File: src/rtl/param_sync_fifo.sv
// Single-clock parameterised FIFO with registered read data, occupancy count and level flags.
// Optional sticky overflow/underflow flags are built when SYNC_FIFO_ERR_FLAGS_EN is defined.
module param_sync_fifo #(
  parameter int DATA_WIDTH   = 8,
  parameter int DEPTH        = 8,
  parameter int AFULL_LEVEL  = 6,
  parameter int AEMPTY_LEVEL = 2
) (
  input  logic                       clk,
  input  logic                       rst_n,
  input  logic                       clr,
  input  logic                       w_en,
  input  logic                       r_en,
  input  logic [DATA_WIDTH-1:0]      data_in,
  output logic [DATA_WIDTH-1:0]      data_out,
  output logic                       full,
  output logic                       empty,
  output logic                       almost_full,
  output logic                       almost_empty,
  output logic [$clog2(DEPTH):0]     count
`ifdef SYNC_FIFO_ERR_FLAGS_EN
  ,
  output logic                       overflow,
  output logic                       underflow
`endif
);

  localparam int AW = $clog2(DEPTH);
  localparam int CW = AW + 1;
  localparam logic [CW-1:0] DEPTH_C  = CW'(DEPTH);
  localparam logic [CW-1:0] AFULL_C  = CW'(AFULL_LEVEL);
  localparam logic [CW-1:0] AEMPTY_C = CW'(AEMPTY_LEVEL);

  logic [DATA_WIDTH-1:0] mem [DEPTH];
  logic [AW-1:0]         wr_ptr;
  logic [AW-1:0]         rd_ptr;
  logic                  wr_acc;
  logic                  rd_acc;

  // A flush cycle suppresses both operations so memory and data_out stay untouched.
  assign wr_acc = w_en && !full  && !clr;
  assign rd_acc = r_en && !empty && !clr;

  assign full         = (count == DEPTH_C);
  assign empty        = (count == '0);
  assign almost_full  = (count >= AFULL_C);
  assign almost_empty = (count <= AEMPTY_C);

  always_ff @(posedge clk or negedge rst_n) begin
    if (!rst_n) begin
      wr_ptr   <= '0;
      rd_ptr   <= '0;
      count    <= '0;
      data_out <= '0;
    end else if (clr) begin
      wr_ptr <= '0;
      rd_ptr <= '0;
      count  <= '0;
    end else begin
      if (wr_acc) wr_ptr <= wr_ptr + AW'(1);
      if (rd_acc) begin
        rd_ptr   <= rd_ptr + AW'(1);
        data_out <= mem[rd_ptr];
      end
      case ({wr_acc, rd_acc})
        2'b10:   count <= count + CW'(1);
        2'b01:   count <= count - CW'(1);
        default: count <= count;
      endcase
    end
  end

  // NOTE: storage has no reset so it maps onto plain RAM; empty=1 hides stale contents.
  always_ff @(posedge clk) begin
    if (wr_acc) mem[wr_ptr] <= data_in;
  end

`ifdef SYNC_FIFO_ERR_FLAGS_EN
  always_ff @(posedge clk or negedge rst_n) begin
    if (!rst_n) begin
      overflow  <= 1'b0;
      underflow <= 1'b0;
    end else if (clr) begin
      overflow  <= 1'b0;
      underflow <= 1'b0;
    end else begin
      if (w_en && full)  overflow  <= 1'b1;
      if (r_en && empty) underflow <= 1'b1;
    end
  end
`endif

endmodule

File: config.mk
export PLATFORM = sky130hd
export DESIGN_NAME = param_sync_fifo
export DESIGN_NICKNAME = d
export VERILOG_FILES = /design/src/rtl/param_sync_fifo.sv
export SDC_FILE = /design/constraint.sdc
export NUM_CORES = 1
export LEC_CHECK = 0
export CAP_MARGIN = 20
export CORE_MARGIN = 4
export CORE_UTILIZATION = 40
export CTS_CLUSTER_DIAMETER = 100
export DETAILED_ROUTE_END_ITERATION = 8
export GPL_TIMING_DRIVEN = 0
export PLACE_DENSITY = 0.63
export SLEW_MARGIN = 5
export SYNTH_ARGS = -nofsm -noshare
export SYNTH_HDL_FRONTEND = slang
export SYNTH_SLANG_ARGS = --single-unit
export TNS_END_PERCENT = 100
File: constraint.sdc
create_clock -name clk -period 2.8 [get_ports clk]
set_input_delay 0.28 -clock clk [delete_from_list [all_inputs] [get_ports clk]]
set_output_delay 0.28 -clock clk [all_outputs]
set_load 0.03 [all_outputs]
* Word-level counts from Yosys, hierarchy flattened *
Memory sizes are Yosys's and may differ from the RTL's. A register that Yosys moved wholly into a read port is not among the register bits.
Index checks and enable logic that the tools add are counted.
Widths: inputs -> output; s select.

storage, ports and cells
  word-level logic and storage cells = 35
  RAM bits = 64
  memories kept = 1
  flip-flop bits (word level) = 10

cells by class
  add/subtract/negate cells = 4
  muxes and demuxes = 8
  $lt $le $gt $ge = 2
  reduce and logical (&&, ||, !) cells = 13
  eq/ne operators = 3
  bitwise logic cells = 1

memories
  name  depth  bits a word  read ports  clocked after Yosys merged registers in  wr ports  RTL line  source
  mem   8      8            1           1                                        1         34        logic [DATA_WIDTH-1:0] mem [DEPTH];

operator list
  kind                 count
  $mux 3               4
  $pmux 4 s2           1
  $add 3x1->3 const B  2
  $add 4x1->4 const B  1
  $eq 4x4->1 const B   1
  $ge 4x3->1 const B   1
  $le 4x2->1 const B   1
  $logic_and 1x1->1    4
  $logic_not 1->1      4
  $logic_not 4->1      1
  $mux 4               1
  $reduce_bool 2->1    2
  $sub 4x1->4 const B  1
  $reduce_bool 3->1    1
  $eq 2x1->1 const B   1
  $eq 2x2->1 const B   1
  $mux 1               2
  $reduce_and 2->1     1
  $not 1->1            1

* Depth between registers and ports, before layout *
Gate-level depths: netlist of run 1.

  depth in word-level cells = 7
  gate-level depth with buffers = 9
  gate-level depth less buffers = 8

* Worst setup path before layout of run 1 *
OpenSTA, ideal clock, no wires.

  path type = register -> register
  from = reg count[0]
  to = reg count[3]
  path slack = 0.068 ns
  data required time = 2.671 ns
  data arrival time = 2.603 ns
  stages on the path, launching flop included = 10
  library setup time = 0.129 ns
  clock period less this slack = 2.732 ns
  cell sequence = dfrtp_1 > buf_6 > nor4_4 > nor3_2 > and2_1 > ha_1 > a211o_2 > o21a_1 > o211ai_1 > a31oi_1

on the way
  longest elaborated chain between the ends = 7
  elaborated cells between the ends (all ways) = 15

ends and longest elaborated chain
  item                                             RTL line  source
  from (decl)                                      20        output logic [$clog2(DEPTH):0] count
  from (signal assigned)                           66        2'b10: count <= count + CW'(1);
  from (signal assigned)                           67        2'b01: count <= count - CW'(1);
  from (signal assigned)                           68        default: count <= count;
  $logic_not 4->1 (*)                              45        assign empty = (count == '0);
  via empty                                        17        output logic empty,
  $logic_not 1->1 (*)                              42        assign rd_acc = r_en && !empty && !clr;
  $logic_and 1x1->1 (*) (2 in a row)               42
  $eq 2x1->1 / $eq 2x2->1 (equally long branches)  65        case ({wr_acc, rd_acc})
  $pmux 4 s2                                       65
  $mux 4                                           55        end else if (clr) begin

The timed path passes the listed nets; every way through them passes the cells marked *.
A chain may end at the register's enable or synchronous reset.

* Worst setup path in the final report of run 1 *
  from = reg count[0]
  to = reg count[3]

on the way
  longest elaborated chain between the ends = 7
  elaborated cells between the ends (all ways) = 15

ends and longest elaborated chain
  item                                                      RTL line
  $eq 4x4->1 / $logic_not 4->1 (equally long branches)      44, 45
  $logic_not 1->1, on equally long branches                 41, 42
  $logic_and 1x1->1, on equally long branches (2 in a row)  41, 42
  $eq 2x1->1 / $eq 2x2->1 (equally long branches)           65
  $pmux 4 s2                                                65
  $mux 4                                                    55

Parallel ways exist; a longest one is shown, timed or not.

==> results of run 1 <==
## final cells by class
type                       count  share of cell area [%]
clock buffer                   9                    2.97
tap                          105                    3.15
buffer                        12                    2.07
inverter                      11                   0.990
sequential                    82                    56.9
multi-input combinational    132                    24.9
clock inverter                 7                    2.58
timing repair buffer          27                    6.48
## flip-flops by register name, indices dropped and copies added (netlist names)
| name | count |
|---|---|
| mem | 64 |
| data_out | 8 |
| wr_ptr | 3 |
| rd_ptr | 3 |
| count | 4 |
## repair_timing
item | CTS | global route
setup endpoints to repair | 0 | 1
endpoints found under the hold margin | 0 | 0
resized for setup | 0 | 2
## cell usage in the layout (no fill, tap or decap), types with 5 or more instances in the layout
cell,Yosys,final
a22oi_1,16,16
dfrtp_1,18,18
inv_1,11,11
mux2i_1,36,36
edfxtp_1,64,64
nor2_1,16,16
nand3_1,11,11
buf_2,5,5
o21ai_0,9,9
clkdlybuf4s50_1,0,27
clkbuf_8,2,11
## worst min-delay path: stages
cell and delay, ns:
buf_6 0.12, nand3_1 0.06, a21oi_1 0.06
## power groups by stage
stage / combinational (mW) / clock [mW] / sequential [mW]
after floorplan: 0.662 / 0 / 1.71
final: 1.23 / 0.981 / 1.54
after global placement: 1.21 / 0 / 1.56
after CTS: 1.24 / 1.00 / 1.54
after global routing: 1.33 / 1.05 / 1.56
after detailed placement: 1.23 / 0 / 1.57
## layer usage
metal	vias up	share of wire [%]	GRT usage, %
met2	50	48	23.6
met3	12	5.2	3.48
met5	-	0	0
met1	999	44	19.0
li1	965	-	-
met4	0	2.2	6.26
## final timing paths
kind                                          from                 endpoint  slack [ns]
max in group asynchronous                    rst_n  data_out[2]$_DFFE_PN0P_        1.76
min in group asynchronous                    rst_n    wr_ptr[1]$_DFFE_PN0P_        0.45
hold reg to reg            data_out[4]$_DFFE_PN0P_  data_out[4]$_DFFE_PN0P_        0.54
hold / removal                                w_en    wr_ptr[1]$_DFFE_PN0P_        0.20
setup reg to reg              count[0]$_DFFE_PN0P_     count[3]$_DFFE_PN0P_        0.19
setup / recovery              count[0]$_DFFE_PN0P_     count[3]$_DFFE_PN0P_        0.19
## metrics by stage
step,hold WS [ns],cells,setup TNS [ns]
2_1_floorplan,-0.0156,237,0
6_report,0.199,385,0
5_1_grt,0.201,385,0
4_1_cts,0.187,385,0
3_5_place_dp,0.532,369,-0.248
3_3_place_gp,0.531,369,-0.513
## cell families (layout without fill, tap and decap cells)
family,Yosys count,after routing,share of synthesized area [%]
buf+inv,23,66,3.62
compound gates,36,36,7.78
simple gates,49,49,7.50
flops,82,82,67.4
mux,36,36,10.2
xor+xnor,6,6,1.49
fa+ha+maj,5,5,1.99
==> results.md, run 1 <==
* Final WS setup at 0.194 ns
* CTS Hold Bufs at 0
* Chip Width at 102 um
* Final ANT Viol Nets at 0
* Tcrit/Tclk final at 93.1%
* Crit end category: register
* Full die area at 10400 sq um
* Grt total ovfl at 0
* Max IR drop VDD at 0.360 mV
* DRC violations left at 0
* Hpwl dp at 4.64 mm
* Top-area cell type share of the netlist area at 54.6%
* WS Path Type: reg2reg
* Clk Latency, worst-skew pair at 0.35 ns
* Post-synth ARST share at 22.0%
* Vias per Instance at 5.26
* Startpoint types: register
* RSZ-0062 raised after global routing: no
* Main synth FF type: edfxtp_1
* Clk sinks at 82
* Crit path required time at 3.04 ns
* Count leader, synth: edfxtp_1
* Initial antenna violation count at 0
* Post-Syn Area at 3520 sq um
* Worst-margin pin slew at 0.954 ns
* Power density cells at 899 nW/um^2
* Syn_area_per_cell at 14.9 sq um
* Int Power at 2.48 mW
* Placer Congestion at 0.754
* DR iter-0 viols at 80
* HP Class: in2reg
* Cells after Synth at 237
* Layout cells sized above 1 at 12.1%
* Fin crit period at 2.61 ns
* Crit-path cells: buf_6 -> or4b_4 -> nand2_1 -> and2_4 -> ha_1 -> a211o_2 -> o21a_1 -> o211ai_1 -> a31oi_1
* Layout Nets at 293
* P&R area growth vs syn at 18.5%
* Dpl cell area at 3930 sq um
* Cts bufs inserted at 9
* TritonCTS clock tree: done
* Register bit count reported by yosys at 82
* P_sw at 1.27 mW
* Root buf cell: clkbuf_8
* Critical-path top delay cell: or4b_4
* Clock power share at 26.1%
* Worst Skew at 0.0114 ns
* PortBufs at 27
* Slew Limit Fails at 0
* Seq/Total Area, Yosys at 67.4%
* Filler cell count at 734
* Finished Cell Area at 4170 sq um
* Logic pwr share at 32.8%
* Final core utilization at 49.8%
* Multi-input logic area at 1040 sq um
* Vias in the first global route at 2013
* Post-synth EDFFs at 64
* Row count at 33
* Place WS at -0.248 ns
* Die height at 102 um
* First-pass GRT wire length at 10.9 mm
* Largest net degree at the start of global routing at 19
* CTS Buffer Depth at 2
* # diodes at 0
* DR vias at 2026
* Synth cell types at 37
* Critical Path AT at 2.85 ns
* Synth Net Count at 255
* Worst hold path cell count at 3
* CP delay by family, top: simple AND/OR/NAND/NOR gates
* CP peak stage delay at 0.56 ns
* Final Hold Fails at 0
* Fmax at 0.384 GHz
* Final setup viols at 0
* Crit path buf inv count at 1
* Total track usage at 14.6%
* Ports at 29
* Routed len/inst at 18.5 um
* Initial DRT Pass Iterations at 4
* Status: finished clean
* Top post-synthesis cells by area: edfxtp_1, dfrtp_1, mux2i_1, a22oi_1, nor2_1
* Synth top cells by count: edfxtp_1, mux2i_1, dfrtp_1
* Maxcap violations at 0
* Total Power at 3.75 mW
* Flop pwr share at 41.0%
* CP Depth at 9
* Final wirelength at 7.11 mm
* Core area at 8380 sq um
* H-tree depth at 3
* Max-slew headroom at 36.2%
* Area leader, netlist: edfxtp_1
* Initial core utilization at 42.0%
* CTS clk-pin slew, worst paths at 0.09 ns
* Yosys warning count at 0
* CP max FO at 7
* Postcts setup bufs at 0
* Register Area at 2370 sq um
* Leak at 1.48 nW
* Sw Share at 33.9%
* Reg2Reg Depth at 9
Power figures use the tool's default switching activity.
==> inputs of run 2 (changes only) <==
- CTS_BUF_LIST: default -> sky130_fd_sc_hd__clkbuf_8
==> results of run 2 <==
Final layout, timing and power as in run 1 (identical DEF).
==> inputs of run 3 (changes only) <==
- CORE_UTILIZATION: 40 -> 31
- PLACE_DENSITY: 0.63 -> 0.52
==> run 3 against run 2 <==
  * Via count down 0.99%
  * Critical path depth unchanged
  * Sequential cell count unchanged
  * Clock-buffer cell count unchanged
  * Die area increased by 27%
  * Sequential power is essentially flat
  * Sequential share of layout area is 0.12 points lower
  * Register-to-register slack worse by 0.09 ns
  * Clock power shrank 9.6%
  * Combinational power about the same
  * Largest power group unchanged
  * Highest routed layer unchanged
==> results.md, run 3 (synthesized netlist as in run 1, its figures left out) <==
* Slew Limit Fails at 0
* Layout cells sized above 1 at 11.4%
* Initial core utilization at 32.1%
* CTS clk-pin slew, worst paths at 0.10 ns
* Hold Startpoint: w_en
* Vias per Instance at 4.78
* Vias in the first global route at 2018
* First-pass GRT wire length at 11.6 mm
* Die height at 115 um
* Most frequent cells in the layout: edfxtp_1, mux2i_1, clkdlybuf4s50_1, dfrtp_1
* Crit end category: register
* WHS Endpoint: wr_ptr[1]$_DFFE_PN0P_
* Total Power at 3.68 mW
* Fin Hold WS at 0.191 ns
* Initial antenna violation count at 0
* Max FFs per register at 64
* Grt total ovfl at 0
* Final wirelength at 7.50 mm
* Routed len/inst at 17.9 um
* Startpoint types: register
* Core area at 11000 sq um
* Metal2 WL at 3.51 mm
* Finished Cell Area at 4180 sq um
* Clock power share at 24.1%
* Reg2Reg Capture Point: count[3]$_DFFE_PN0P_
* Flop pwr share at 41.9%
* Chip Width at 115 um
* P_sw at 1.29 mW
* Sw Share at 35.2%
* Worst hold path cell count at 3
* Largest net degree at the start of global routing at 19
* Crit-path cells: buf_6 -> or4b_4 -> nand2_1 -> and2_1 -> ha_1 -> a211o_2 -> o21a_1 -> o211ai_1 -> a31oi_1
* DR vias at 2006
* Postcts setup bufs at 0
* H-tree depth at 3
* Status: finished clean
* TritonCTS clock tree: done
* CP peak stage delay at 0.57 ns
* DR iter-0 viols at 100
* Critical Path AT at 2.94 ns
* # diodes at 0
* Setup TNS at 0 ns
* Register Area at 2370 sq um
* Max IR drop VDD at 0.440 mV
* Fin crit period at 2.69 ns
* Multi-input logic area at 1040 sq um
* PortBufs at 27
* Reg2reg start: count[0]$_DFFE_PN0P_
* Cts bufs inserted at 9
* Initial DRT Pass Iterations at 5
* Layout Nets at 293
* Filler cell count at 1025
* WS Path Type: reg2reg
* Power density cells at 879 nW/um^2
* Leak at 1.47 nW
* Root buf cell: clkbuf_8
* Total track usage at 12.2%
* Tcrit/Tclk final at 96.1%
* Fmax at 0.372 GHz
* RSZ-0062 raised after global routing: no
* P&R area growth vs syn at 18.8%
* Clk sinks at 82
* Row count at 38
* HP Class: in2reg
* Top layer in use: met4
* Placer Congestion at 0.732
* Worst Skew at 0.0193 ns
* Max-slew headroom at 34.0%
* Worst-margin pin slew at 0.987 ns
* Maxcap violations at 0
* Hpwl dp at 4.83 mm
* Final ANT Viol Nets at 0
* Met3 wire len at 330 um
* Largest reg by FF count: mem
* Final setup viols at 0
* Top flop regs: mem (64), data_out (8), count (4)
* CTS Buffer Depth at 2
* Critical-path top delay cell: or4b_4
* DRC violations left at 0
* CP max FO at 7
* Reg2Reg Depth at 9
* Int Power at 2.38 mW
* Commonest non-fill, non-tap cell in the layout: edfxtp_1
* Ports at 29
* Full die area at 13100 sq um
* Logic pwr share at 34.0%
* Clk Latency, worst-skew pair at 0.36 ns
* R2r setup slk at 0.11 ns
* WL met1 at 3.58 mm
* Dpl cell area at 3980 sq um
* Crit path required time at 3.05 ns
* Final Hold Fails at 0
-- run 3: cell types whose count changed in the layout (fill, tap and decap cells not counted) --
cell | before | now
bufinv_16 | 2 | 1
inv_8 | 2 | 1
and2_1 | 1 | 2
clkinv_1 | 0 | 1
clkinv_4 | 1 | 0
inv_6 | 1 | 2
and2_4 | 1 | 0
clkinv_2 | 0 | 1
-- run 3: area by class of cell --
class	instances	share of cell area, %
timing repair buffer	27	6.46
clock buffer	9	2.96
buffer	12	2.06
sequential	82	56.7
clock inverter	7	1.80
multi-input combinational	132	24.8
tap	140	4.19
inverter	11	0.987
-- run 3: how the worst max path moves through the flow --
stage | from | to | cells past startpoint
floorplan | count[0]$_DFFE_PN0P_ | count[3]$_DFFE_PN0P_ | 9
global route | count[0]$_DFFE_PN0P_ | count[3]$_DFFE_PN0P_ | 9
global placement | r_en | count[3]$_DFFE_PN0P_ | 9
finish | count[0]$_DFFE_PN0P_ | count[3]$_DFFE_PN0P_ | 9
detailed placement | r_en | count[3]$_DFFE_PN0P_ | 9
CTS | count[1]$_DFFE_PN0P_ | count[3]$_DFFE_PN0P_ | 8
-- run 3: power by group through the flow --
| stage | clock (mW) | sequential [mW] | combinational (mW) |
|---|---|---|---|
| after global placement | 0 | 1.57 | 1.24 |
| after CTS | 0.900 | 1.54 | 1.25 |
| after floorplan | 0 | 1.71 | 0.662 |
| final | 0.887 | 1.54 | 1.25 |
| after global routing | 0.964 | 1.56 | 1.34 |
| after detailed placement | 0 | 1.57 | 1.25 |
-- run 3: repair_timing --
item	in CTS	in global routing
gates resized for setup	0	1
hold buffers	0	0
setup endpoints to repair	0	1
endpoints found under the hold margin	0	0
-- run 3: through the flow --
step / utilization (%) / worst slack [ns] / cells
finish: 38.1 / 0.109 / 420
global route: 38.1 / 0.00615 / 420
CTS: 38.0 / 0.0130 / 420
detailed placement: 36.2 / -0.352 / 404
global placement: 36.1 / -0.292 / 404
floorplan: - / 0.0677 / 237
-- run 3: layer usage --
| metal | global-route usage [%] | up-vias |
|---|---|---|
| met5 | 0 | - |
| met4 | 4.51 | 0 |
| met3 | 3.07 | 7 |
| met2 | 18.9 | 35 |
| met1 | 16.7 | 999 |
| li1 | - | 965 |
-- run 3: worst max-delay path: cells and delay by family, from the launching register on --
kind	cells	cell delay (ns)
and+or+nand+nor	3	0.93
DFF	1	0.43
AOI/OAI and AO/OA	4	0.79
adders and majority gates	1	0.25
buffers and inverters	1	0.16
